===== config.mk =====
export PLATFORM = sky130hd
export DESIGN_NAME = freq_meter
export DESIGN_NICKNAME = d
export VERILOG_FILES = /design/src/rtl/freq_meter_pkg.sv /design/src/rtl/sync_edge_det.sv /design/src/rtl/freq_meter.sv
export SDC_FILE = /design/constraint.sdc
export NUM_CORES = 1
export LEC_CHECK = 0
export CELL_PAD_IN_SITES_DETAIL_PLACEMENT = 1
export CELL_PAD_IN_SITES_GLOBAL_PLACEMENT = 2
export CORE_MARGIN = 4
export CORE_UTILIZATION = 37
export CTS_CLUSTER_SIZE = 30
export DETAILED_ROUTE_END_ITERATION = 8
export PLACE_DENSITY = 0.78
export SETUP_SLACK_MARGIN = 0.1
export SLEW_MARGIN = 20
export SYNTH_ARGS = -nofsm -noshare
export SYNTH_HDL_FRONTEND = slang
export SYNTH_SLANG_ARGS = --single-unit

===== constraint.sdc =====
create_clock -name clk -period 2.9 [get_ports clk]
set_clock_uncertainty 0.2 [all_clocks]
set_input_delay 0.58 -clock clk [delete_from_list [all_inputs] [get_ports clk]]
set_output_delay 0.58 -clock clk [all_outputs]
set_load 0.01 [all_outputs]

===== src/rtl/freq_meter_pkg.sv =====
// rtl/freq_meter_pkg.sv - shared types and helpers for the frequency meter
// Purpose: gate-window state encoding and the saturating increment used by
//          the edge counter. No ports.
package freq_meter_pkg;

  typedef enum logic {
    IDLE = 1'b0,
    GATE = 1'b1
  } state_t;

  // Widest counter the helper supports; callers cast to/from their own width.
  localparam int unsigned SAT_W = 64;

  // Add inc to val, but never step past max_val.
  function automatic logic [SAT_W-1:0] sat_inc(input logic [SAT_W-1:0] val,
                                               input logic [SAT_W-1:0] max_val,
                                               input logic             inc);
    if (inc && (val != max_val)) begin
      return val + SAT_W'(1);
    end
    return val;
  endfunction

endpackage


===== src/rtl/sync_edge_det.sv =====
// rtl/sync_edge_det.sv - synchronizer plus rising-edge detector for async inputs
// Purpose: bring an asynchronous level into the clk domain and flag its rising edges.
// Ports:
//   clk      in   system clock
//   rst_n    in   asynchronous active-low reset
//   async_in in   asynchronous level
//   rise     out  one-cycle pulse per synchronized rising edge
module sync_edge_det #(
  parameter int unsigned SYNC_STAGES = 2
) (
  input  logic clk,
  input  logic rst_n,
  input  logic async_in,
  output logic rise
);

  logic [SYNC_STAGES-1:0] sync_q;
  logic                   prev_q;

  always_ff @(posedge clk or negedge rst_n) begin
    if (!rst_n) begin
      sync_q <= '0;
      prev_q <= 1'b0;
    end else begin
      sync_q <= {sync_q[SYNC_STAGES-2:0], async_in};
      prev_q <= sync_q[SYNC_STAGES-1];
    end
  end

  assign rise = sync_q[SYNC_STAGES-1] & ~prev_q;

endmodule


===== src/rtl/freq_meter.sv =====
// rtl/freq_meter.sv - counts rising edges of an async signal per gate window
// Purpose: report the number of sig_in rising edges seen in each window of
//          GATE_CYCLES clk cycles, with saturation/overflow reporting.
// Ports:
//   clk        in   system clock
//   rst_n      in   asynchronous active-low reset
//   sig_in     in   asynchronous signal being measured
//   en         in   level enable, measure continuously while high
//   freq       out  edge count of the last completed window
//   freq_valid out  one-cycle pulse when freq/overflow update
//   overflow   out  last completed window saturated the counter
//   busy       out  a gate window is in progress
module freq_meter
  import freq_meter_pkg::*;
#(
  parameter int unsigned GATE_CYCLES = 100_000_000,
  parameter int unsigned CNT_W       = 32,
  parameter int unsigned SYNC_STAGES = 2
) (
  input  logic             clk,
  input  logic             rst_n,
  input  logic             sig_in,
  input  logic             en,
  output logic [CNT_W-1:0] freq,
  output logic             freq_valid,
  output logic             overflow,
  output logic             busy
);

  localparam int unsigned      GC_W      = $clog2(GATE_CYCLES);
  localparam logic [GC_W-1:0]  GATE_LAST = GC_W'(GATE_CYCLES - 1);
  localparam logic [CNT_W-1:0] CNT_MAX   = '1;

  state_t            state_q;
  state_t            state_d;
  logic [GC_W-1:0]   gate_cnt_q;
  logic [CNT_W-1:0]  edge_cnt_q;
  logic              sat_q;
  logic              rise;
  logic              last_cycle;
  logic [CNT_W-1:0]  edge_next;
  logic              inc_at_max;

  // Runs in every state so the first window never sees a stale edge.
  sync_edge_det #(
    .SYNC_STAGES(SYNC_STAGES)
  ) u_sync (
    .clk     (clk),
    .rst_n   (rst_n),
    .async_in(sig_in),
    .rise    (rise)
  );

  always_ff @(posedge clk or negedge rst_n) begin
    if (!rst_n) begin
      state_q <= IDLE;
    end else begin
      state_q <= state_d;
    end
  end

  always_comb begin
    state_d = state_q;
    case (state_q)
      IDLE: if (en) state_d = GATE;
      GATE: begin
        if (last_cycle) begin
          state_d = en ? GATE : IDLE;
        end else if (!en) begin
          state_d = IDLE;
        end
      end
      default: state_d = IDLE;
    endcase
  end

  always_comb begin
    busy       = (state_q == GATE);
    last_cycle = (state_q == GATE) && (gate_cnt_q == GATE_LAST);
  end

  assign edge_next  = CNT_W'(sat_inc(SAT_W'(edge_cnt_q), SAT_W'(CNT_MAX), rise));
  assign inc_at_max = rise && (edge_cnt_q == CNT_MAX);

  // The last gate cycle's own edge is folded into the published result, and
  // the counters restart so a following window begins with no dead cycle.
  always_ff @(posedge clk or negedge rst_n) begin
    if (!rst_n) begin
      gate_cnt_q <= '0;
      edge_cnt_q <= '0;
      sat_q      <= 1'b0;
      freq       <= '0;
      freq_valid <= 1'b0;
      overflow   <= 1'b0;
    end else begin
      freq_valid <= 1'b0;
      if (last_cycle) begin
        freq       <= edge_next;
        overflow   <= sat_q | inc_at_max;
        freq_valid <= 1'b1;
        gate_cnt_q <= '0;
        edge_cnt_q <= '0;
        sat_q      <= 1'b0;
      end else if ((state_q == GATE) && en) begin
        gate_cnt_q <= gate_cnt_q + GC_W'(1);
        edge_cnt_q <= edge_next;
        sat_q      <= sat_q | inc_at_max;
      end else begin
        // Idle or aborting: a partial window is discarded.
        gate_cnt_q <= '0;
        edge_cnt_q <= '0;
        sat_q      <= 1'b0;
      end
    end
  end

endmodule

==> tab_implementation.tex, run 1 <==
\begin{tabular}{lr}
\hline
Metric & Value \\
\hline
\multicolumn{2}{l}{\textbf{Critical path}} \\
Crit Reg-Reg Endpoint & edge\_cnt\_q[13] \\
Setup crit start & gate\_cnt\_q[0] \\
Worst setup slack for register-to-register paths & 320 ps \\
Required arrival time at the worst endpoint & 2920 ps \\
Launch instance of the worst register-to-register path & gate\_cnt\_q[0] \\
Length in cells of the worst reg-to-reg path & 7 \\
Crit path kind & reg2reg \\
Highest net fanout along the worst path & 23 \\
Arrival time worst endpoint & 2600 ps \\
Crit start category & flip-flop \\
Crit path to & edge\_cnt\_q[13] \\
Setup crit end kind & flip-flop \\
\multicolumn{2}{l}{\textbf{Routing}} \\
Mean routed wirelength per cell & 16.5 um \\
Met3 WL post-DR & 300 um \\
Top metal layer carrying routed signals & met4 \\
Metal1 wirelength & 4.90 mm \\
Number of design-rule violations left by the first detailed-router iteration & 118 \\
Vias/cell & 5.22 \\
Number of vias in the routed layout & 3291 \\
Met2 routed WL & 5.04 mm \\
TritonRoute pass-1 iters & 4 \\
Post-detailed-route count of antenna-violating nets & 0 \\
Post-detailed-routing wire length & 10.4 mm \\
Number of remaining DRC errors & 0 \\
\multicolumn{2}{l}{\textbf{Final layout}} \\
Post-route cell area & 5320 sq um \\
Commonest non-fill, non-tap cell in the layout & sky130\_fd\_sc\_hd\_\_dfrtp\_1 \\
Total area of multi-input combinational cells & 1840 sq um \\
Fill cells & 1296 \\
NumNets Final & 488 \\
Commonest cells after routing, fill and taps aside & 98 x sky130\_fd\_sc\_hd\_\_dfrtp\_1, 77 x sky130\_fd\_sc\_hd\_\_nor2\_1, 48 x sky130\_fd\_sc\_hd\_\_nand2\_1 \\
Area growth syn-to-layout & 20.2\% \\
Count of antenna diodes in the layout & 0 \\
Layout cells sized above 1 & 6.37\% \\
Area occupied by registers & 2450 sq um \\
\multicolumn{2}{l}{\textbf{STA}} \\
Worst Tran Pin Value & 757 ps \\
Fin crit period & 2580 ps \\
Achievable Freq & 388 MHz \\
Final clock period utilization by the worst path & 88.9\% \\
Number of failing setup endpoints in the final timing report & 0 \\
Setup Total Neg Slack & 0 ps \\
Relative max-transition margin & 49.5\% \\
Final Max Tran Viols & 0 \\
Unrepaired setup endpoints after global routing & false \\
Total count of hold-check failures in the final report & 0 \\
\multicolumn{2}{l}{\textbf{Global routing}} \\
Number of antenna violations at the first check in global routing & 0 \\
Total track usage & 16.2\% \\
Largest net degree at the start of global routing & 65 \\
Number of global-route vias before repair & 3639 \\
Wire length of the first global-routing pass & 18.4 mm \\
Leftover overflow at the end of global routing & 0 \\
\multicolumn{2}{l}{\textbf{Logic synthesis}} \\
Part of the Yosys area used for sequential elements & 55.4\% \\
Count of mapped cells out of synthesis & 439 \\
Count of flip-flops with a built-in enable after synthesis & 0 \\
Share of async-settable or async-resettable flops after synthesis & 100\% \\
Synth unique cells & 37 \\
Dominant synthesized flop cell & sky130\_fd\_sc\_hd\_\_dfrtp\_1 \\
Average cell area after synthesis & 10.1 sq um \\
Number of synthesis warnings & 0 \\
Number of register bits inferred by synthesis & 98 \\
Post-synthesis cell area & 4430 sq um \\
Syn\_nets & 445 \\
\multicolumn{2}{l}{\textbf{Clock network}} \\
TritonCTS clock tree & built \\
Clock H-tree levels & 3 \\
Clock latency at the later pin of the worst-skew pair & 340 ps \\
Number of sinks driven by the clock tree & 98 \\
Buffer levels on the longest clock path & 2 \\
\# Post-CTS Setup Buffers & 0 \\
Hold\_buf cts & 1 \\
Num CTS Buffers & 9 \\
Cells resized by post-CTS repair & 0 \\
CTS Root Buffer Type & sky130\_fd\_sc\_hd\_\_clkbuf\_16 \\
Clk slew on worst S/H paths & 70 ps \\
\multicolumn{2}{l}{\textbf{Placed design}} \\
Placed Area & 4980 sq um \\
Number of buffer cells added on primary ports & 38 \\
GP Congestion & 0.787 \\
DP HPWL & 7.26 mm \\
\multicolumn{2}{l}{\textbf{Power and ir drop}} \\
Leakage power of the design & 0.00219 uW \\
P per Cell Area & 526 nW/um\^{}2 \\
Largest voltage drop on the vdd net & 0.248 mV \\
\multicolumn{2}{l}{\textbf{Status}} \\
Result of the run & finished, final reports clean \\
\multicolumn{2}{l}{\textbf{Floorplan}} \\
Number of I/O pins & 39 \\
Area enclosed by the die boundary & 13800 sq um \\
Area of the core & 11600 sq um \\
DIE WIDTH & 117 um \\
Starting utilization of the core area & 38.3\% \\
Die H & 117 um \\
Std cell rows & 39 \\
\multicolumn{2}{l}{\textbf{Min path}} \\
Worst Min Path Start & u\_sync.sync\_q[0] \\
Min-delay worst type & reg2reg \\
\multicolumn{2}{l}{\textbf{Flow run}} \\
Max-Cap Viols & 0 \\
\hline
\end{tabular}
==> logic make-up (layout without fill, tap and decap cells) <==
group | after synthesis | in the layout | share of synthesized area, %
DFF | 98 | 98 | 55.4
buffers and inverters | 21 | 69 | 2.99
adders and majority gates | 2 | 2 | 0.565
and+or+nand+nor | 221 | 221 | 25.2
AOI/OAI and AO/OA | 42 | 42 | 4.97
xor gates and xnor gates | 55 | 55 | 10.9
==> cell usage after synthesis (2+ instances only) <==
library cell                n  area [sq um]
sky130_fd_sc_hd__and4_1     8          70.1
sky130_fd_sc_hd__nand4_1   25           156
sky130_fd_sc_hd__nor4_1     3          18.8
sky130_fd_sc_hd__o21ai_1    6          30.0
sky130_fd_sc_hd__buf_6      7          78.8
sky130_fd_sc_hd__clkbuf_1   8          30.0
sky130_fd_sc_hd__and2_1     2          12.5
sky130_fd_sc_hd__or4_1      3          22.5
sky130_fd_sc_hd__inv_1      5          18.8
sky130_fd_sc_hd__nand2_1   48           180
sky130_fd_sc_hd__and3_1     9          56.3
sky130_fd_sc_hd__nor2_1    77           289
sky130_fd_sc_hd__xor2_1    33           289
sky130_fd_sc_hd__dfrtp_1   98          2450
sky130_fd_sc_hd__a21oi_1    4          20.0
sky130_fd_sc_hd__or3_1      3          18.8
sky130_fd_sc_hd__nand3_1   22           110
sky130_fd_sc_hd__nor3_1     5          25.0
sky130_fd_sc_hd__ha_1       2          25.0
sky130_fd_sc_hd__nor4b_1    3          26.3
sky130_fd_sc_hd__o21ai_0   29           145
sky130_fd_sc_hd__nor4bb_1   2          20.0
sky130_fd_sc_hd__nand4_2    2          25.0
sky130_fd_sc_hd__xnor2_1   22           193
==> how the worst min path moves through the flow <==
stage / endpoint / slack [ps] / depth (start not counted)
2_1_floorplan: busy / 80 / 0
3_3_place_gp: u_sync.sync_q[1] / 140 / 0
3_5_place_dp: u_sync.sync_q[1] / 140 / 0
4_1_cts: u_sync.sync_q[1] / 150 / 0
5_1_grt: u_sync.sync_q[1] / 170 / 0
6_report: u_sync.sync_q[1] / 150 / 0
==> stage by stage <==
stage / cells / hold slack, ps / total power, uW / util, % / setup slack, ps
after floorplan: 439 / 84.4 / 1430 / - / 578
after global placement: 613 / 137 / 1470 / 43.0 / 390
after detailed placement: 613 / 137 / 1470 / 43.0 / 317
after CTS: 630 / 152 / 2840 / 46.0 / 294
after global routing: 630 / 173 / 2910 / 46.0 / 157
final: 630 / 151 / 2800 / 46.0 / 321
==> cell type report <==
cell class                 instances  share of cell area [%]
clock buffer                      11                    4.37
sequential                        98                    46.1
tap                              143                    3.36
timing repair buffer              48                    9.26
inverter                           5                   0.353
multi-input combinational        320                    34.6
clock inverter                     5                    1.93
==> sequential cells by signal, summed over array words and instances, names as in the netlist <==
signal,flops
u_sync.prev_q,1
edge_cnt_q,32
busy,1
sat_q,1
u_sync.sync_q,2
freq,32
freq_valid,1
gate_cnt_q,27
overflow,1
==> power breakdown <==
| group | internal [uW] | leakage (uW) | switching [uW] | total, uW |
|---|---|---|---|---|
| clock network | 843 | 0.000160 | 513 | 1360 |
| registers | 1370 | 0.00136 | 4.40 | 1380 |
| logic | 19.1 | 0.000675 | 47.9 | 67.0 |
| total | 2230 | 0.00219 | 566 | 2800 |
==> per-layer routing <==
metal / vias to the layer above / track usage (%)
met1: 1653 / 21.3
met5: - / 0
met4: 0 / 5.50
met3: 11 / 2.94
met2: 44 / 27.1
li1: 1583 / -
==> worst max-delay path: stages, from the launching register on <==
cell and delay (ps):
sky130_fd_sc_hd__dfrtp_1 390, sky130_fd_sc_hd__ha_1 200, sky130_fd_sc_hd__nand3_1 220, sky130_fd_sc_hd__or3_1 440, sky130_fd_sc_hd__or4_4 450, sky130_fd_sc_hd__nand3_4 270
sky130_fd_sc_hd__buf_12 200, sky130_fd_sc_hd__nor2_1 70
No activity file was read; power rests on OpenSTA's default activity.
==> run 2, diff against run 1 <==
==> constraint.sdc (replaced) <==
create_clock -name clk -period 2.9 [get_ports clk]
set_clock_uncertainty 0.2 [all_clocks]
set_input_delay 0.29 -clock clk [delete_from_list [all_inputs] [get_ports clk]]
set_output_delay 0.29 -clock clk [all_outputs]
set_load 0.01 [all_outputs]
==> tab_implementation.tex, run 2 (synthesis results as in run 1) <==
\begin{tabular}{lr}
\hline
Metric & Value \\
\hline
\multicolumn{2}{l}{\textbf{Status}} \\
Result of the run & finished, final reports clean \\
\multicolumn{2}{l}{\textbf{Global routing}} \\
Total track usage & 16.3\% \\
Largest net degree at the start of global routing & 55 \\
Number of global-route vias before repair & 3565 \\
Wire length of the first global-routing pass & 18.3 mm \\
Number of antenna violations at the first check in global routing & 0 \\
Leftover overflow at the end of global routing & 0 \\
\multicolumn{2}{l}{\textbf{Placed design}} \\
DP HPWL & 7.28 mm \\
GP Congestion & 0.807 \\
Number of buffer cells added on primary ports & 38 \\
\multicolumn{2}{l}{\textbf{Clock network}} \\
Number of sinks driven by the clock tree & 98 \\
CTS Root Buffer Type & sky130\_fd\_sc\_hd\_\_clkbuf\_16 \\
\# Post-CTS Setup Buffers & 0 \\
TritonCTS clock tree & built \\
Clk slew on worst S/H paths & 60 ps \\
Clock H-tree levels & 3 \\
Num CTS Buffers & 9 \\
Cells resized by post-CTS repair & 0 \\
Clock latency at the later pin of the worst-skew pair & 340 ps \\
Buffer levels on the longest clock path & 2 \\
\multicolumn{2}{l}{\textbf{Critical path}} \\
Arrival time worst endpoint & 2640 ps \\
Cell breakdown of the critical path & ha\_1 > nand3\_1 > or3\_1 > or4\_4 > buf\_4 > a21oi\_1 > a2bb2oi\_1 \\
Crit path kind & reg2reg \\
Highest net fanout along the worst path & 29 \\
Setup crit end kind & flip-flop \\
Required arrival time at the worst endpoint & 2920 ps \\
Crit path largest cell delay & 470 ps \\
Crit start category & flip-flop \\
Master of the slowest instance on the critical path & sky130\_fd\_sc\_hd\_\_or3\_1 \\
\multicolumn{2}{l}{\textbf{Final layout}} \\
Layout cells sized above 1 & 5.59\% \\
Regs by FF count & edge\_cnt\_q (32), freq (32), gate\_cnt\_q (27) \\
Area growth syn-to-layout & 18.5\% \\
Post-layout util & 45.4\% \\
Commonest non-fill, non-tap cell in the layout & sky130\_fd\_sc\_hd\_\_dfrtp\_1 \\
Commonest cells after routing, fill and taps aside & 98 x sky130\_fd\_sc\_hd\_\_dfrtp\_1, 77 x sky130\_fd\_sc\_hd\_\_nor2\_1, 48 x sky130\_fd\_sc\_hd\_\_nand2\_1 \\
NumNets Final & 488 \\
Fill cells & 1302 \\
Count of antenna diodes in the layout & 0 \\
\multicolumn{2}{l}{\textbf{Routing}} \\
TritonRoute pass-1 iters & 4 \\
Mean routed wirelength per cell & 16.6 um \\
Post-detailed-routing wire length & 10.4 mm \\
Number of vias in the routed layout & 3285 \\
Vias/cell & 5.25 \\
Number of design-rule violations left by the first detailed-router iteration & 92 \\
Post-detailed-route count of antenna-violating nets & 0 \\
Number of remaining DRC errors & 0 \\
\multicolumn{2}{l}{\textbf{STA}} \\
Achievable Freq & 382 MHz \\
Total count of hold-check failures in the final report & 0 \\
Worst Tran Pin Value & 792 ps \\
Final Max Tran Viols & 0 \\
Setup Total Neg Slack & 0 ps \\
Relative max-transition margin & 47.2\% \\
Unrepaired setup endpoints after global routing & false \\
Fin crit period & 2620 ps \\
Number of failing setup endpoints in the final timing report & 0 \\
Final clock period utilization by the worst path & 90.2\% \\
\multicolumn{2}{l}{\textbf{Power and ir drop}} \\
Largest voltage drop on the vdd net & 0.306 mV \\
Leakage power of the design & 0.00216 uW \\
P per Cell Area & 488 nW/um\^{}2 \\
\multicolumn{2}{l}{\textbf{Floorplan}} \\
Std cell rows & 39 \\
DIE WIDTH & 117 um \\
Die H & 117 um \\
Area of the core & 11600 sq um \\
Area enclosed by the die boundary & 13800 sq um \\
Starting utilization of the core area & 38.3\% \\
Number of I/O pins & 39 \\
\multicolumn{2}{l}{\textbf{Flow run}} \\
Max-Cap Viols & 0 \\
\multicolumn{2}{l}{\textbf{Min path}} \\
Min-delay worst type & reg2reg \\
\hline
\end{tabular}
[run 2: changes by cell type in the layout (fill, tap and decap cells not counted)]
cell / delta
sky130_fd_sc_hd__bufinv_16: -2
sky130_fd_sc_hd__clkinv_2: -1
sky130_fd_sc_hd__clkinvlp_4: -1
[run 2: path summary, 6_finish.rpt]
check / depth (start not counted) / from / slack [ps] / endpoint
max: 7 / gate_cnt_q[0] / 280 / freq[1]
min reg2reg: 0 / u_sync.sync_q[0] / 160 / u_sync.sync_q[1]
min in group asynchronous: 2 / rst_n / 290 / freq[14]
max reg2reg: 7 / gate_cnt_q[0] / 280 / freq[1]
max in group asynchronous: 3 / rst_n / 1530 / gate_cnt_q[18]
min: 0 / u_sync.sync_q[0] / 160 / u_sync.sync_q[1]
[run 2: critical path: cells and delay by family (launching register included)]
family,cells,cell delay [ps]
compound gates,2,240
flops,1,390
fa+ha+maj,1,200
buf+inv,1,270
simple gates,3,1180
[run 2: final cells by class]
type	instances	area, sq um	share of cell area [%]
well taps	143	179	3.41
multi-input cells	320	1840	35.1
clock buffers	11	233	4.43
repair buffers	48	493	9.39
flip-flops and latches	98	2450	46.7
clock inverters	1	30.0	0.572
inverters	5	18.8	0.357
[run 2: layer usage]
metal,track usage [%],vias up,part of all wire (%)
met5,0,-,0
met4,6.38,0,1.7
met3,3.46,14,3.0
met2,26.8,43,48
met1,21.1,1644,47
li1,-,1584,-
[run 2: what timing repair did]
action	4_1_cts	5_1_grt
endpoints found under the hold margin	44	0
setup endpoints to repair	0	0
hold buffers	1	0
[run 2: stage by stage]
| step | setup slack [ps] | total power (uW) | std cells | cell area, sq um | hold slack [ps] |
|---|---|---|---|---|---|
| floorplan | 578 | 1430 | 439 | 4430 | -206 |
| global placement | 309 | 1470 | 613 | 4980 | 129 |
| detailed placement | 273 | 1470 | 613 | 4980 | 131 |
| CTS | 256 | 2610 | 626 | 5250 | 159 |
| global route | 122 | 2670 | 626 | 5250 | 180 |
| finish | 283 | 2560 | 626 | 5250 | 156 |
[run 2: power breakdown]
part	leakage [uW]	switching, uW	total [uW]	internal, uW
sequential	0.00136	4.17	1380	1370
combinational	0.000675	48.1	67.3	19.2
clock	0.000127	470	1120	650
